==> src/rtl/pipe_stage_skid_if.sv <==
`default_nettype none
// +----------------------------------------------------------------------------+
// | Module      : pipe_stage_skid_if                                           |
// | Description : One valid/ready stream carrying a control bundle and a data  |
// |               bundle. The producer uses modport master, the consumer uses  |
// |               modport slave.                                               |
// | Signals     : valid  producer offers a beat                                |
// |               ready  consumer accepts; beat moves when valid & ready       |
// |               ctrl   CTRL_W-bit control bundle                             |
// |               data   DATA_W-bit data bundle                                |
// | Revision    : 1.0 - initial release                                        |
// +----------------------------------------------------------------------------+
interface pipe_stage_skid_if #(
  parameter int DATA_W = 64,
  parameter int CTRL_W = 6
);
  logic              valid;
  logic              ready;
  logic [CTRL_W-1:0] ctrl;
  logic [DATA_W-1:0] data;

  modport master (output valid, output ctrl, output data, input ready);
  modport slave  (input valid, input ctrl, input data, output ready);
endinterface
`default_nettype wire

==> src/rtl/pipe_stage_skid.sv <==
`default_nettype none
// +----------------------------------------------------------------------------+
// | Module      : pipe_stage_skid                                              |
// | Description : Pipeline register between two CPU stages with valid/ready   |
// |               handshake, flush-to-bubble and an optional 2-entry skid      |
// |               buffer that registers the upstream ready.                    |
// | Build macro : PIPE_STAGE_SKID_EN - defined: 2-entry skid buffer, in_ready  |
// |               is a register output, occupancy reaches 2.                   |
// |               undefined: single register, in_ready combinational from      |
// |               out_ready, occupancy at most 1.                              |
// | Ports       : clk          clock, rising edge                              |
// |               rst          synchronous active-high reset                   |
// |               flush_i      discard all held entries                        |
// |               in_if        upstream stream (slave)                         |
// |               out_if       downstream stream (master); ctrl is zero while  |
// |                            invalid, data holds the last loaded value       |
// |               occupancy_o  number of valid entries held                    |
// | Revision    : 1.0 - initial release                                        |
// +----------------------------------------------------------------------------+
module pipe_stage_skid #(
  parameter int DATA_W = 64,
  parameter int CTRL_W = 6
) (
  input  wire logic         clk,
  input  wire logic         rst,
  input  wire logic         flush_i,
  pipe_stage_skid_if.slave  in_if,
  pipe_stage_skid_if.master out_if,
  output logic [1:0]        occupancy_o
);

  // Encoding equals the number of held entries so occupancy is the state itself.
  typedef enum logic [1:0] {
    ST_EMPTY = 2'd0,
    ST_ONE   = 2'd1,
    ST_FULL  = 2'd2
  } state_e;

  state_e            state_q, state_d;
  logic [CTRL_W-1:0] m_ctrl_q, m_ctrl_d;
  logic [DATA_W-1:0] m_data_q, m_data_d;

  logic w_in_ready;
  logic w_out_valid;
  logic w_push;
  logic w_pop;

`ifdef PIPE_STAGE_SKID_EN
  logic [CTRL_W-1:0] s_ctrl_q, s_ctrl_d;
  logic [DATA_W-1:0] s_data_q, s_data_d;
  logic              in_ready_q, in_ready_d;

  // Ready comes straight from a flop: no path from out_ready to in_ready.
  assign w_in_ready = in_ready_q;
`else
  // Single register: it can take a beat when empty or when it empties this cycle.
  assign w_in_ready = (state_q == ST_EMPTY) | out_if.ready;
`endif

  assign w_out_valid = (state_q != ST_EMPTY);
  assign w_push      = in_if.valid & w_in_ready;
  assign w_pop       = w_out_valid & out_if.ready;

  assign in_if.ready  = w_in_ready;
  assign out_if.valid = w_out_valid;
  assign out_if.ctrl  = w_out_valid ? m_ctrl_q : '0;  // bubble is a NOP
  assign out_if.data  = m_data_q;
  assign occupancy_o  = 2'(state_q);

  // --------------------------------------------------------------------------
  // Next-state and storage-load logic
  // --------------------------------------------------------------------------
  always_comb begin
    state_d  = state_q;
    m_ctrl_d = m_ctrl_q;
    m_data_d = m_data_q;
`ifdef PIPE_STAGE_SKID_EN
    s_ctrl_d = s_ctrl_q;
    s_data_d = s_data_q;
`endif

    case (state_q)
      ST_EMPTY: begin
        if (w_push) begin
          m_ctrl_d = in_if.ctrl;
          m_data_d = in_if.data;
          state_d  = ST_ONE;
        end
      end
      ST_ONE: begin
`ifdef PIPE_STAGE_SKID_EN
        if (w_push && w_pop) begin
          m_ctrl_d = in_if.ctrl;
          m_data_d = in_if.data;
        end else if (w_push) begin
          // Downstream stalled: park the new beat behind M.
          s_ctrl_d = in_if.ctrl;
          s_data_d = in_if.data;
          state_d  = ST_FULL;
        end else if (w_pop) begin
          state_d = ST_EMPTY;
        end
`else
        if (w_push) begin
          m_ctrl_d = in_if.ctrl;
          m_data_d = in_if.data;
        end else if (w_pop) begin
          state_d = ST_EMPTY;
        end
`endif
      end
`ifdef PIPE_STAGE_SKID_EN
      ST_FULL: begin
        if (w_pop) begin
          m_ctrl_d = s_ctrl_q;
          m_data_d = s_data_q;
          state_d  = ST_ONE;
        end
      end
`endif
      default: begin
        state_d = ST_EMPTY;
      end
    endcase

    // Flush drops everything: an accepted push is discarded and storage keeps
    // its last loaded contents, so out_data still shows the previous beat.
    if (flush_i) begin
      state_d  = ST_EMPTY;
      m_ctrl_d = m_ctrl_q;
      m_data_d = m_data_q;
`ifdef PIPE_STAGE_SKID_EN
      s_ctrl_d = s_ctrl_q;
      s_data_d = s_data_q;
`endif
    end

`ifdef PIPE_STAGE_SKID_EN
    in_ready_d = (state_d != ST_FULL);
`endif
  end

  // --------------------------------------------------------------------------
  // State and storage registers
  // --------------------------------------------------------------------------
  always_ff @(posedge clk) begin
    if (rst) begin
      state_q  <= ST_EMPTY;
      m_ctrl_q <= '0;
      m_data_q <= '0;
`ifdef PIPE_STAGE_SKID_EN
      s_ctrl_q   <= '0;
      s_data_q   <= '0;
      in_ready_q <= 1'b1;
`endif
    end else begin
      state_q  <= state_d;
      m_ctrl_q <= m_ctrl_d;
      m_data_q <= m_data_d;
`ifdef PIPE_STAGE_SKID_EN
      s_ctrl_q   <= s_ctrl_d;
      s_data_q   <= s_data_d;
      in_ready_q <= in_ready_d;
`endif
    end
  end

endmodule
`default_nettype wire

==> src/flat_wrapper.sv <==
// flat-port wrapper written by rule: the top's interface ports become plain ports
module pipe_stage_skid_flat 
#(
  parameter int DATA_W = 64,
  parameter int CTRL_W = 6
)
  (clk, rst, flush_i, occupancy_o, in_if_valid, in_if_ctrl, in_if_data, in_if_ready, out_if_valid, out_if_ctrl, out_if_data, out_if_ready);
  pipe_stage_skid_if #(.DATA_W(DATA_W), .CTRL_W(CTRL_W)) in_if_i ();
  pipe_stage_skid_if #(.DATA_W(DATA_W), .CTRL_W(CTRL_W)) out_if_i ();
  input  wire logic clk;
  input  wire logic rst;
  input  wire logic flush_i;
  output logic [1:0] occupancy_o;
  input wire logic [$bits(in_if_i.valid)-1:0] in_if_valid;
  input wire logic [$bits(in_if_i.ctrl)-1:0] in_if_ctrl;
  input wire logic [$bits(in_if_i.data)-1:0] in_if_data;
  output wire logic [$bits(in_if_i.ready)-1:0] in_if_ready;
  output wire logic [$bits(out_if_i.valid)-1:0] out_if_valid;
  output wire logic [$bits(out_if_i.ctrl)-1:0] out_if_ctrl;
  output wire logic [$bits(out_if_i.data)-1:0] out_if_data;
  input wire logic [$bits(out_if_i.ready)-1:0] out_if_ready;
  assign in_if_i.valid = in_if_valid;
  assign in_if_i.ctrl = in_if_ctrl;
  assign in_if_i.data = in_if_data;
  assign in_if_ready = in_if_i.ready;
  assign out_if_valid = out_if_i.valid;
  assign out_if_ctrl = out_if_i.ctrl;
  assign out_if_data = out_if_i.data;
  assign out_if_i.ready = out_if_ready;
  pipe_stage_skid #(.DATA_W(DATA_W), .CTRL_W(CTRL_W)) u_core (.clk(clk), .rst(rst), .flush_i(flush_i), .in_if(in_if_i), .out_if(out_if_i), .occupancy_o(occupancy_o));
endmodule
==> config.mk <==
export PLATFORM = sky130hd
export DESIGN_NAME = pipe_stage_skid_flat
export DESIGN_NICKNAME = d
export VERILOG_FILES = /design/src/rtl/pipe_stage_skid_if.sv /design/src/rtl/pipe_stage_skid.sv /design/src/flat_wrapper.sv
export SDC_FILE = /design/constraint.sdc
export NUM_CORES = 1
export LEC_CHECK = 0
export ABC_AREA = 1
export BUFFER_PORTS_ARGS = -buffer_cell sky130_fd_sc_hd__buf_2
export CAP_MARGIN = 5
export CORE_ASPECT_RATIO = 0.7
export CORE_MARGIN = 2
export CORE_UTILIZATION = 30
export DETAILED_ROUTE_END_ITERATION = 12
export PLACE_DENSITY_LB_ADDON = 0.08
export SYNTH_ARGS = -nofsm -noshare
export SYNTH_HDL_FRONTEND = slang
export SYNTH_SLANG_ARGS = --single-unit
==> constraint.sdc <==
create_clock -name clk -period 1.5 [get_ports clk]
set_input_delay 0.225 -clock clk [delete_from_list [all_inputs] [get_ports clk]]
set_output_delay 0.225 -clock clk [all_outputs]
set_load 0.02 [all_outputs]
==> results.py, run 1 <==
metrics = {
    "timing": {
        "finalMaxSlewViolations": 0,
        "timing.final.crit_share": 0.908,
        "final.min_clock_period_ns": 1.36,
        "hold_violations": 0,
        "finClkSkew_ns": 0.00556,
        "setup_viol": 0,
        "rsz0062_at_grt": "no",
        "clock.fmax_mhz": 734,
        "setup_tns_ns": 0,
    },
    "floorplanning": {
        "fp.coreArea_mm2": 0.0105,
        "die-area_mm2": 0.0118,
        "initial_utilization": 0.313,
        "die_w_um": 129,
        "rows": 31,
        "pin_count": 149,
        "die_y_um": 91.4,
    },
    "routing": {
        "vias": 3248,
        "drc": 0,
        "vias_per_cell": 4.35,
        "drtPass1Iterations": 4,
        "drtIter0Drc": 187,
        "ant_nets": 0,
        "wl_per_cell_um": 11.5,
        "routed_wirelength_um": 8590,
    },
    "global_routing": {
        "track_usage": 0.146,
        "grt_max_degree": 75,
        "antenna_found_initial": 0,
        "grt_overflow": 0,
        "grt_pass1_wl_um": 13800,
        "grt_pass1_vias": 2878,
    },
    "placement": {
        "dp.cells": 730,
        "dpl.hpwl_um": 5710,
        "portBuffers": 147,
        "place_congestion": 0.763,
    },
    "min_path": {
        "hold_depth": 2,
        "holdCritStartpoint": "rst",
        "hold_path_end": "u_core.occupancy_o[0]",
        "hold_class": "in2reg",
    },
    "outcome": {
        "status": "finished clean",
    },
    "synthesis": {
        "ys_seq_elements": 71,
        "syn_nets": 556,
        "syn_inst": 481,
        "yosysWarnings": 0,
        "syn_avg_cell_area_um2": 6.80,
        "ys_seq_area_frac": 0.434,
        "syn_area_mm2": 0.00327,
        "synth_cell_type_count": 16,
    },
    "power": {
        "switchingPower_mw": 1.32,
        "internal_power_mw": 3.75,
        "power_density_mw_per_mm2": 1170,
        "comb_power_share": 0.158,
        "pwr-share-seq": 0.412,
        "peakVddDrop_mv": 0.523,
        "sw_frac_of_total": 0.260,
        "p_clk_frac": 0.430,
        "p_leak_nw": 2.48,
    },
    "cts": {
        "cts-root-buf": "clkbuf_16",
        "clk_latency_ns": 0.32,
        "cts_tree": "built",
        "clkTransAtPathRegs_ns": 0.05,
        "ctsResizeCount": 0,
        "hold_buffers": 0,
        "post-cts-setup-buffer-count": 0,
        "clk_path_buf_depth": 2,
        "cts.sinks": 71,
        "cts_buffers": 9,
        "cts_max_level": 3,
    },
    "worst_setup_path": {
        "crit_fanout": 9,
        "startpoint_type": "flip-flop",
        "r2r_setup_slack_ns": 0.31,
        "regToRegStartpoint": "u_core.occupancy_o[0]",
        "critPathCaptureType": "output pin",
        "worst_r2r_endpoint": "u_core.out_if.data[63]",
        "required_ns": 1.27,
        "critPathArrivalTime_ns": 1.14,
        "r2r.worst_path.cells": 5,
        "crit_type": "reg2out",
    },
    "run": {
        "max_cap_violations": 0,
    },
    "finish": {
        "drive_gt1_frac": 0.288,
        "layout.nets": 684,
        "fin_cells": 746,
        "n_antenna_cell": 0,
        "area_growth_pct": 32.6,
    },
}
-- per-layer routing --
| metal | part of all wire | global-route usage | wire length [um] |
|---|---|---|---|
| met1 | 0.48 | 0.190 | 4100 |
| met2 | 0.42 | 0.217 | 3620 |
| met3 | 0.086 | 0.0619 | 742 |
| met4 | 0.015 | 0.0471 | 125 |
| met5 | 0 | 0 | 0 |
-- cell usage after synthesis --
library cell  count  share of area
a21oi_1          71           0.11
inv_2             3         0.0034
nand2_4           1         0.0034
nor2_4            1         0.0034
nand3_1          70           0.11
buf_2             9          0.014
nor2_1           70          0.080
nor3_1            1         0.0015
dfxtp_1          71           0.43
buf_4            19          0.044
buf_1             2         0.0023
buf_6             5          0.017
clkbuf_1          5         0.0057
inv_1            76          0.087
conb_1            1         0.0011
nand2_1          76          0.087
-- layout make-up --
| cell class | count | area (um2) |
|---|---|---|
| clock buffer | 13 | 270 |
| clock inverter | 3 | 40.0 |
| tap | 132 | 165 |
| inverter | 79 | 297 |
| fill | 1154 | 6130 |
| multi-input combinational | 291 | 1280 |
| sequential | 71 | 1420 |
| timing repair buffer | 157 | 861 |
-- layout by cell type (no fill, tap or decap), types with 3 or more instances in the layout --
cell type  synthesis  final
clkbuf_8           0      3
a21oi_1           71     71
buf_4             19      6
inv_1             76     76
nor2_1            70     70
buf_12             0      4
dfxtp_1           71     71
clkbuf_16          0      9
buf_2              9    147
inv_2              3      3
nand2_1           76     76
nand3_1           70     70
-- power by group through the flow --
stage	Sequential (mW)	Clock, mW	Combinational, mW
2_1_floorplan	2.26	0	0.393
3_3_place_gp	2.12	0	0.804
3_5_place_dp	2.12	0	0.813
4_1_cts	2.09	2.27	0.814
5_1_grt	2.10	2.34	0.904
6_report	2.08	2.18	0.802
-- state kept, by name, summed over array words and instances, names as in the netlist --
| signal | count |
|---|---|
| u_core.out_if.data | 64 |
| u_core.m_ctrl_q | 6 |
| u_core.occupancy_o | 1 |
-- worst max-delay path, cell delays in order, from the launching register on --
cell and delay [ns]:
dfxtp_1 0.37, buf_4 0.18, nand2_1 0.06, inv_1 0.06, buf_2 0.15
-- how the worst max path moves through the flow --
stage	from	endpoint	slack, ns
finish	u_core.occupancy_o[0]	out_if_ctrl[3]	0.14
global route	u_core.occupancy_o[0]	out_if_ctrl[0]	0.05
CTS	u_core.occupancy_o[0]	out_if_ctrl[0]	0.10
detailed placement	out_if_ready	u_core.out_if.data[41]	0.30
global placement	out_if_ready	u_core.out_if.data[53]	0.33
floorplan	u_core.occupancy_o[0]	u_core.out_if.data[35]	0.20
-- per-stage QoR --
stage	instance area (um2)	hold slack, ns	setup WS (ns)	power [mW]	utilization
after floorplan	3270	0.302	0.201	2.66	-
after global placement	4030	0.429	0.328	2.93	0.385
after detailed placement	4030	0.430	0.300	2.94	0.385
after CTS	4340	0.0823	0.103	5.17	0.414
after global routing	4340	0.0916	0.0463	5.34	0.414
final	4340	0.0944	0.138	5.06	0.414
-- kinds of logic after synthesis --
group	after synthesis	share of synthesized area
flip-flops	71	0.434
AO/OA/AOI/OAI	71	0.109
buffers and inverters	119	0.173
other	1	0.00115
AND/OR/NAND/NOR	219	0.283
No activity file was read; power rests on OpenSTA's default activity.
==> run 2: changes to the inputs <==
Settings changed: CORE_MARGIN 2 to unset.
==> run 2 against run 1 <==
  * Power decreased by 4.0%
  * Clock power shrank 9.6%
  * Worst setup slack worse by 0.066 ns
  * Global-route usage rose by 0.084 points
  * Sequential power about the same
  * Sequential cell count did not move
  * Wire length decreased by 3.0%
  * Worst hold slack improved by 0.0090 ns
  * Critical path depth shrank 1
  * First-iteration DRC count down 32%
  * Cell area increased by 0.14%
  * Critical path type unchanged
  * Critical endpoint is now in_if_ready
  * Largest cell class unchanged
==> results.py, run 2 (synthesis gave the netlist of run 1 again) <==
metrics = {
    "outcome": {
        "status": "finished clean",
    },
    "floorplanning": {
        "die_y_um": 89.4,
        "pin_count": 149,
        "fp.coreArea_mm2": 0.0105,
        "rows": 31,
        "die_w_um": 127,
        "die-area_mm2": 0.0113,
        "initial_utilization": 0.313,
    },
    "finish": {
        "largest_reg_flops": 64,
        "layout_commonest_cell": "buf_2",
        "final_cell_area_mm2": 0.00435,
        "fillers": 1175,
        "drive_gt1_frac": 0.289,
        "area_growth_pct": 32.8,
        "final_cell_mix": "147 x buf_2, 76 x nand2_1, 76 x inv_1, 71 x a21oi_1, 71 x dfxtp_1",
        "utilization": 0.415,
        "n_antenna_cell": 0,
        "layout.nets": 685,
    },
    "cts": {
        "cts_max_level": 3,
        "cts-root-buf": "clkbuf_16",
        "clk_latency_ns": 0.33,
        "clkTransAtPathRegs_ns": 0.05,
        "cts.sinks": 71,
        "cts_buffers": 9,
        "hold_buffers": 0,
        "cts_tree": "built",
        "clk_path_buf_depth": 2,
    },
    "timing": {
        "hold_violations": 0,
        "clock.fmax_mhz": 700,
        "setup_viol": 0,
        "finalMaxSlewViolations": 0,
        "setup_tns_ns": 0,
        "final.min_clock_period_ns": 1.43,
        "finClkSkew_ns": 0.00334,
        "rsz0062_at_grt": "no",
        "timing.final.crit_share": 0.952,
    },
    "routing": {
        "drc": 0,
        "wl_per_cell_um": 11.2,
        "routed_wirelength_um": 8330,
        "drtIter0Drc": 128,
        "vias": 3241,
        "ant_nets": 0,
        "vias_per_cell": 4.34,
        "drtPass1Iterations": 4,
    },
    "power": {
        "internal_power_mw": 3.54,
        "p_leak_nw": 2.48,
        "power_density_mw_per_mm2": 1120,
        "comb_power_share": 0.168,
        "sw_frac_of_total": 0.273,
        "p_clk_frac": 0.405,
        "pwr-share-seq": 0.427,
        "peakVddDrop_mv": 0.437,
        "switchingPower_mw": 1.33,
    },
    "global_routing": {
        "grt_pass1_vias": 2751,
        "grt_overflow": 0,
        "track_usage": 0.147,
        "grt_pass1_wl_um": 13100,
        "antenna_found_initial": 0,
        "grt_max_degree": 50,
    },
    "run": {
        "max_cap_violations": 0,
    },
    "worst_setup_path": {
        "critPathCaptureType": "output pin",
        "r2r_setup_slack_ns": 0.44,
        "crit_type": "reg2out",
        "crit_chain": "nand2_4 -> buf_8 -> buf_2",
        "slowest_stage": "dfxtp_1",
        "critPathArrivalTime_ns": 1.20,
        "r2r.worst_path.cells": 5,
        "required_ns": 1.27,
        "regToRegStartpoint": "u_core.occupancy_o[0]",
        "worst-path-buf-inv": 2,
        "startpoint_type": "flip-flop",
        "cp_top_family": "buffers and inverters",
        "crit_fanout": 29,
        "critPathMaxStageDelay_ns": 0.33,
        "worst_r2r_endpoint": "u_core.out_if.data[2]",
    },
    "min_path": {
        "holdCritStartpoint": "rst",
        "hold_class": "in2reg",
        "hold_depth": 2,
        "hold_path_end": "u_core.occupancy_o[0]",
    },
    "placement": {
        "portBuffers": 147,
        "dpl.hpwl_um": 5570,
        "placed_area_mm2": 0.00406,
        "place_congestion": 0.695,
    },
}
## run 2: layout make-up
class                           instances  area, um2  share of cell area
Clock inverter                          4       20.0             0.00461
Clock buffer                           12        256              0.0590
Multi-Input combinational cell        291       1280               0.296
Sequential cell                        71       1420               0.327
Timing Repair Buffer                  158        901               0.207
Inverter                               79        297              0.0682
Tap cell                              132        165              0.0380
## run 2: routing by layer
| layer | part of all wire | wire (um) | global-route usage |
|---|---|---|---|
| met5 | 0 | 0 | 0 |
| met4 | 0.014 | 114 | 0.0584 |
| met1 | 0.48 | 3960 | 0.181 |
| met2 | 0.42 | 3540 | 0.228 |
| met3 | 0.086 | 715 | 0.0616 |
## run 2: timing repair
action                     CTS  global route
pin swaps                    0             0
setup buffers                0             0
gates resized for setup      1             1
setup endpoints to repair    1             1
## run 2: per-stage QoR
step	worst slack (ns)	power [mW]	hold WS, ns	instances
4_1_cts	0.00882	4.96	0.0931	747
3_5_place_dp	0.277	2.94	0.447	731
6_report	0.0713	4.86	0.103	747
3_3_place_gp	0.293	2.93	0.441	731
5_1_grt	0.000428	5.14	0.107	747
2_1_floorplan	0.201	2.66	0.302	481
## run 2: worst max-delay path by stage
| stage | start | end | slack [ns] | cells after the start |
|---|---|---|---|---|
| 2_1_floorplan | u_core.occupancy_o[0] | u_core.out_if.data[35] | 0.20 | 6 |
| 3_3_place_gp | out_if_ready | in_if_ready | 0.29 | 5 |
| 3_5_place_dp | flush_i | u_core.out_if.data[35] | 0.28 | 6 |
| 4_1_cts | u_core.occupancy_o[0] | in_if_ready | 0.009 | 3 |
| 5_1_grt | u_core.occupancy_o[0] | in_if_ready | 0.0004 | 3 |
| 6_report | u_core.occupancy_o[0] | in_if_ready | 0.07 | 3 |
## run 2: power groups by stage
stage	clock (mW)	combinational [mW]	sequential [mW]
floorplan	0	0.393	2.26
global placement	0	0.817	2.12
detailed placement	0	0.823	2.12
CTS	2.05	0.825	2.08
global route	2.13	0.917	2.10
finish	1.97	0.815	2.08
==> run 3: changes to the inputs <==
Settings changed: RECOVER_POWER set to 50.
==> run 3 against run 2 <==
  * Final cell count unchanged
  * Via count about the same
  * Die area stayed put
  * Worst setup slack better by 0.035 ns
  * Worst hold slack better by 0.00099 ns
  * Clock power hardly changed
  * Core utilization is 0.80 points lower
  * Clock skew about the same
  * Power is 0.61% lower
==> results.py, run 3 (synthesis gave the netlist of run 1 again) <==
metrics = {
    "routing": {
        "vias": 3240,
        "vias_per_cell": 4.34,
        "wl_per_cell_um": 11.2,
        "drtPass1Iterations": 4,
        "routed_wirelength_um": 8340,
        "ant_nets": 0,
        "drc": 0,
        "drtIter0Drc": 158,
    },
    "worst_setup_path": {
        "required_ns": 1.27,
        "r2r.worst_path.cells": 5,
        "crit_fanout": 29,
        "r2r_setup_slack_ns": 0.18,
        "worst_r2r_endpoint": "u_core.out_if.data[26]",
        "startpoint_type": "flip-flop",
        "critPathArrivalTime_ns": 1.17,
        "crit_type": "reg2out",
        "critPathCaptureType": "output pin",
        "regToRegStartpoint": "u_core.occupancy_o[0]",
    },
    "min_path": {
        "holdCritStartpoint": "rst",
        "hold_class": "in2reg",
        "hold_depth": 2,
        "hold_path_end": "u_core.occupancy_o[0]",
    },
    "cts": {
        "cts_buffers": 9,
        "cts_max_level": 3,
        "post-cts-setup-buffer-count": 0,
        "clk_path_buf_depth": 2,
        "cts-root-buf": "clkbuf_16",
        "cts.sinks": 71,
        "clkTransAtPathRegs_ns": 0.05,
        "cts_tree": "built",
        "clk_latency_ns": 0.33,
    },
    "timing": {
        "timing.final.crit_share": 0.929,
        "hold_violations": 0,
        "rsz0062_at_grt": "no",
        "finClkSkew_ns": 0.00346,
        "hold_slack_ns": 0.104,
        "layout_setup_ws_ns": 0.107,
        "worst_slew_pin_slew_ns": 0.526,
        "finalMaxSlewViolations": 0,
        "max_slew_margin": 0.650,
        "clock.fmax_mhz": 718,
        "setup_tns_ns": 0,
        "setup_viol": 0,
        "final.min_clock_period_ns": 1.39,
    },
    "floorplanning": {
        "die_w_um": 127,
        "pin_count": 149,
        "fp.coreArea_mm2": 0.0105,
        "die_y_um": 89.4,
        "rows": 31,
        "initial_utilization": 0.313,
        "die-area_mm2": 0.0113,
    },
    "global_routing": {
        "antenna_found_initial": 0,
        "grt_max_degree": 50,
        "grt_pass1_vias": 2751,
        "track_usage": 0.147,
        "grt_overflow": 0,
        "grt_pass1_wl_um": 13100,
    },
    "power": {
        "internal_power_mw": 3.51,
        "switchingPower_mw": 1.33,
        "comb_power_share": 0.163,
        "sw_frac_of_total": 0.274,
        "power_density_mw_per_mm2": 1130,
        "p_clk_frac": 0.407,
        "peakVddDrop_mv": 0.435,
        "pwr-share-seq": 0.431,
        "p_leak_nw": 2.29,
    },
    "finish": {
        "largest_reg_flops": 64,
        "area_growth_pct": 30.2,
        "layout_commonest_cell": "buf_2",
        "final_cell_mix": "100 x buf_2, 76 x nand2_1, 76 x inv_1, 71 x a21oi_1, 71 x dfxtp_1",
        "final_cell_area_mm2": 0.00426,
        "utilization": 0.407,
        "fillers": 1194,
        "drive_gt1_frac": 0.213,
        "n_antenna_cell": 0,
        "layout.nets": 685,
    },
    "placement": {
        "dp_slack_ns": 0.277,
        "dpl.hpwl_um": 5570,
        "place_congestion": 0.695,
        "portBuffers": 147,
        "placed_area_mm2": 0.00406,
    },
    "outcome": {
        "status": "finished clean",
    },
    "run": {
        "max_cap_violations": 0,
    },
}
run 3: cell count changes in the layout (fill, tap and decap cells not counted):
cell and change:
clkbuf_4 +2, buf_2 -47, clkbuf_1 +47, buf_12 -2
run 3: worst max-delay path by stage:
stage,start,to,slack [ns],depth (start not counted)
after floorplan,u_core.occupancy_o[0],u_core.out_if.data[35],0.20,6
after global placement,out_if_ready,in_if_ready,0.29,5
after detailed placement,flush_i,u_core.out_if.data[35],0.28,6
after CTS,u_core.occupancy_o[0],in_if_ready,0.009,3
after global routing,u_core.occupancy_o[0],out_if_ctrl[1],0.01,4
final,u_core.occupancy_o[0],in_if_ready,0.11,3
run 3: what timing repair did:
action	4_1_cts	5_1_grt
endpoints found under the setup margin	1	1
gates resized for setup	1	1
hold buffers	0	0
run 3: layout make-up:
cell class                 instances  area, um2  share of cell area
inverter                          79        297              0.0696
clock inverter                     4       20.0             0.00470
tap                              132        165              0.0388
timing repair buffer             158        817               0.192
multi-input combinational        291       1280               0.302
clock buffer                      12        256              0.0602
sequential                        71       1420               0.334
run 3: routing by layer:
metal | share of wire | global-route usage | vias to the layer above
met5 | 0 | 0 | -
met4 | 0.014 | 0.0584 | 0
met3 | 0.088 | 0.0616 | 11
met2 | 0.42 | 0.228 | 86
met1 | 0.48 | 0.181 | 1407
li1 | - | - | 1736
run 3: power groups by stage:
| stage | Combinational [mW] | Clock (mW) | Sequential [mW] |
|---|---|---|---|
| final | 0.786 | 1.97 | 2.08 |
| after global routing | 0.889 | 2.13 | 2.10 |
| after CTS | 0.825 | 2.05 | 2.08 |
| after detailed placement | 0.823 | 0 | 2.12 |
| after global placement | 0.817 | 0 | 2.12 |
| after floorplan | 0.393 | 0 | 2.26 |
run 3: stage by stage:
stage / instances / total power [mW]
after detailed placement: 731 / 2.94
after CTS: 747 / 4.96
after floorplan: 481 / 2.66
final: 747 / 4.83
after global placement: 731 / 2.93
after global routing: 747 / 5.12
run 3: worst max-delay path: stages (launching register included):
cell	delay, ns
dfxtp_1	0.33
nand2_4	0.11
buf_8	0.19
buf_2	0.19
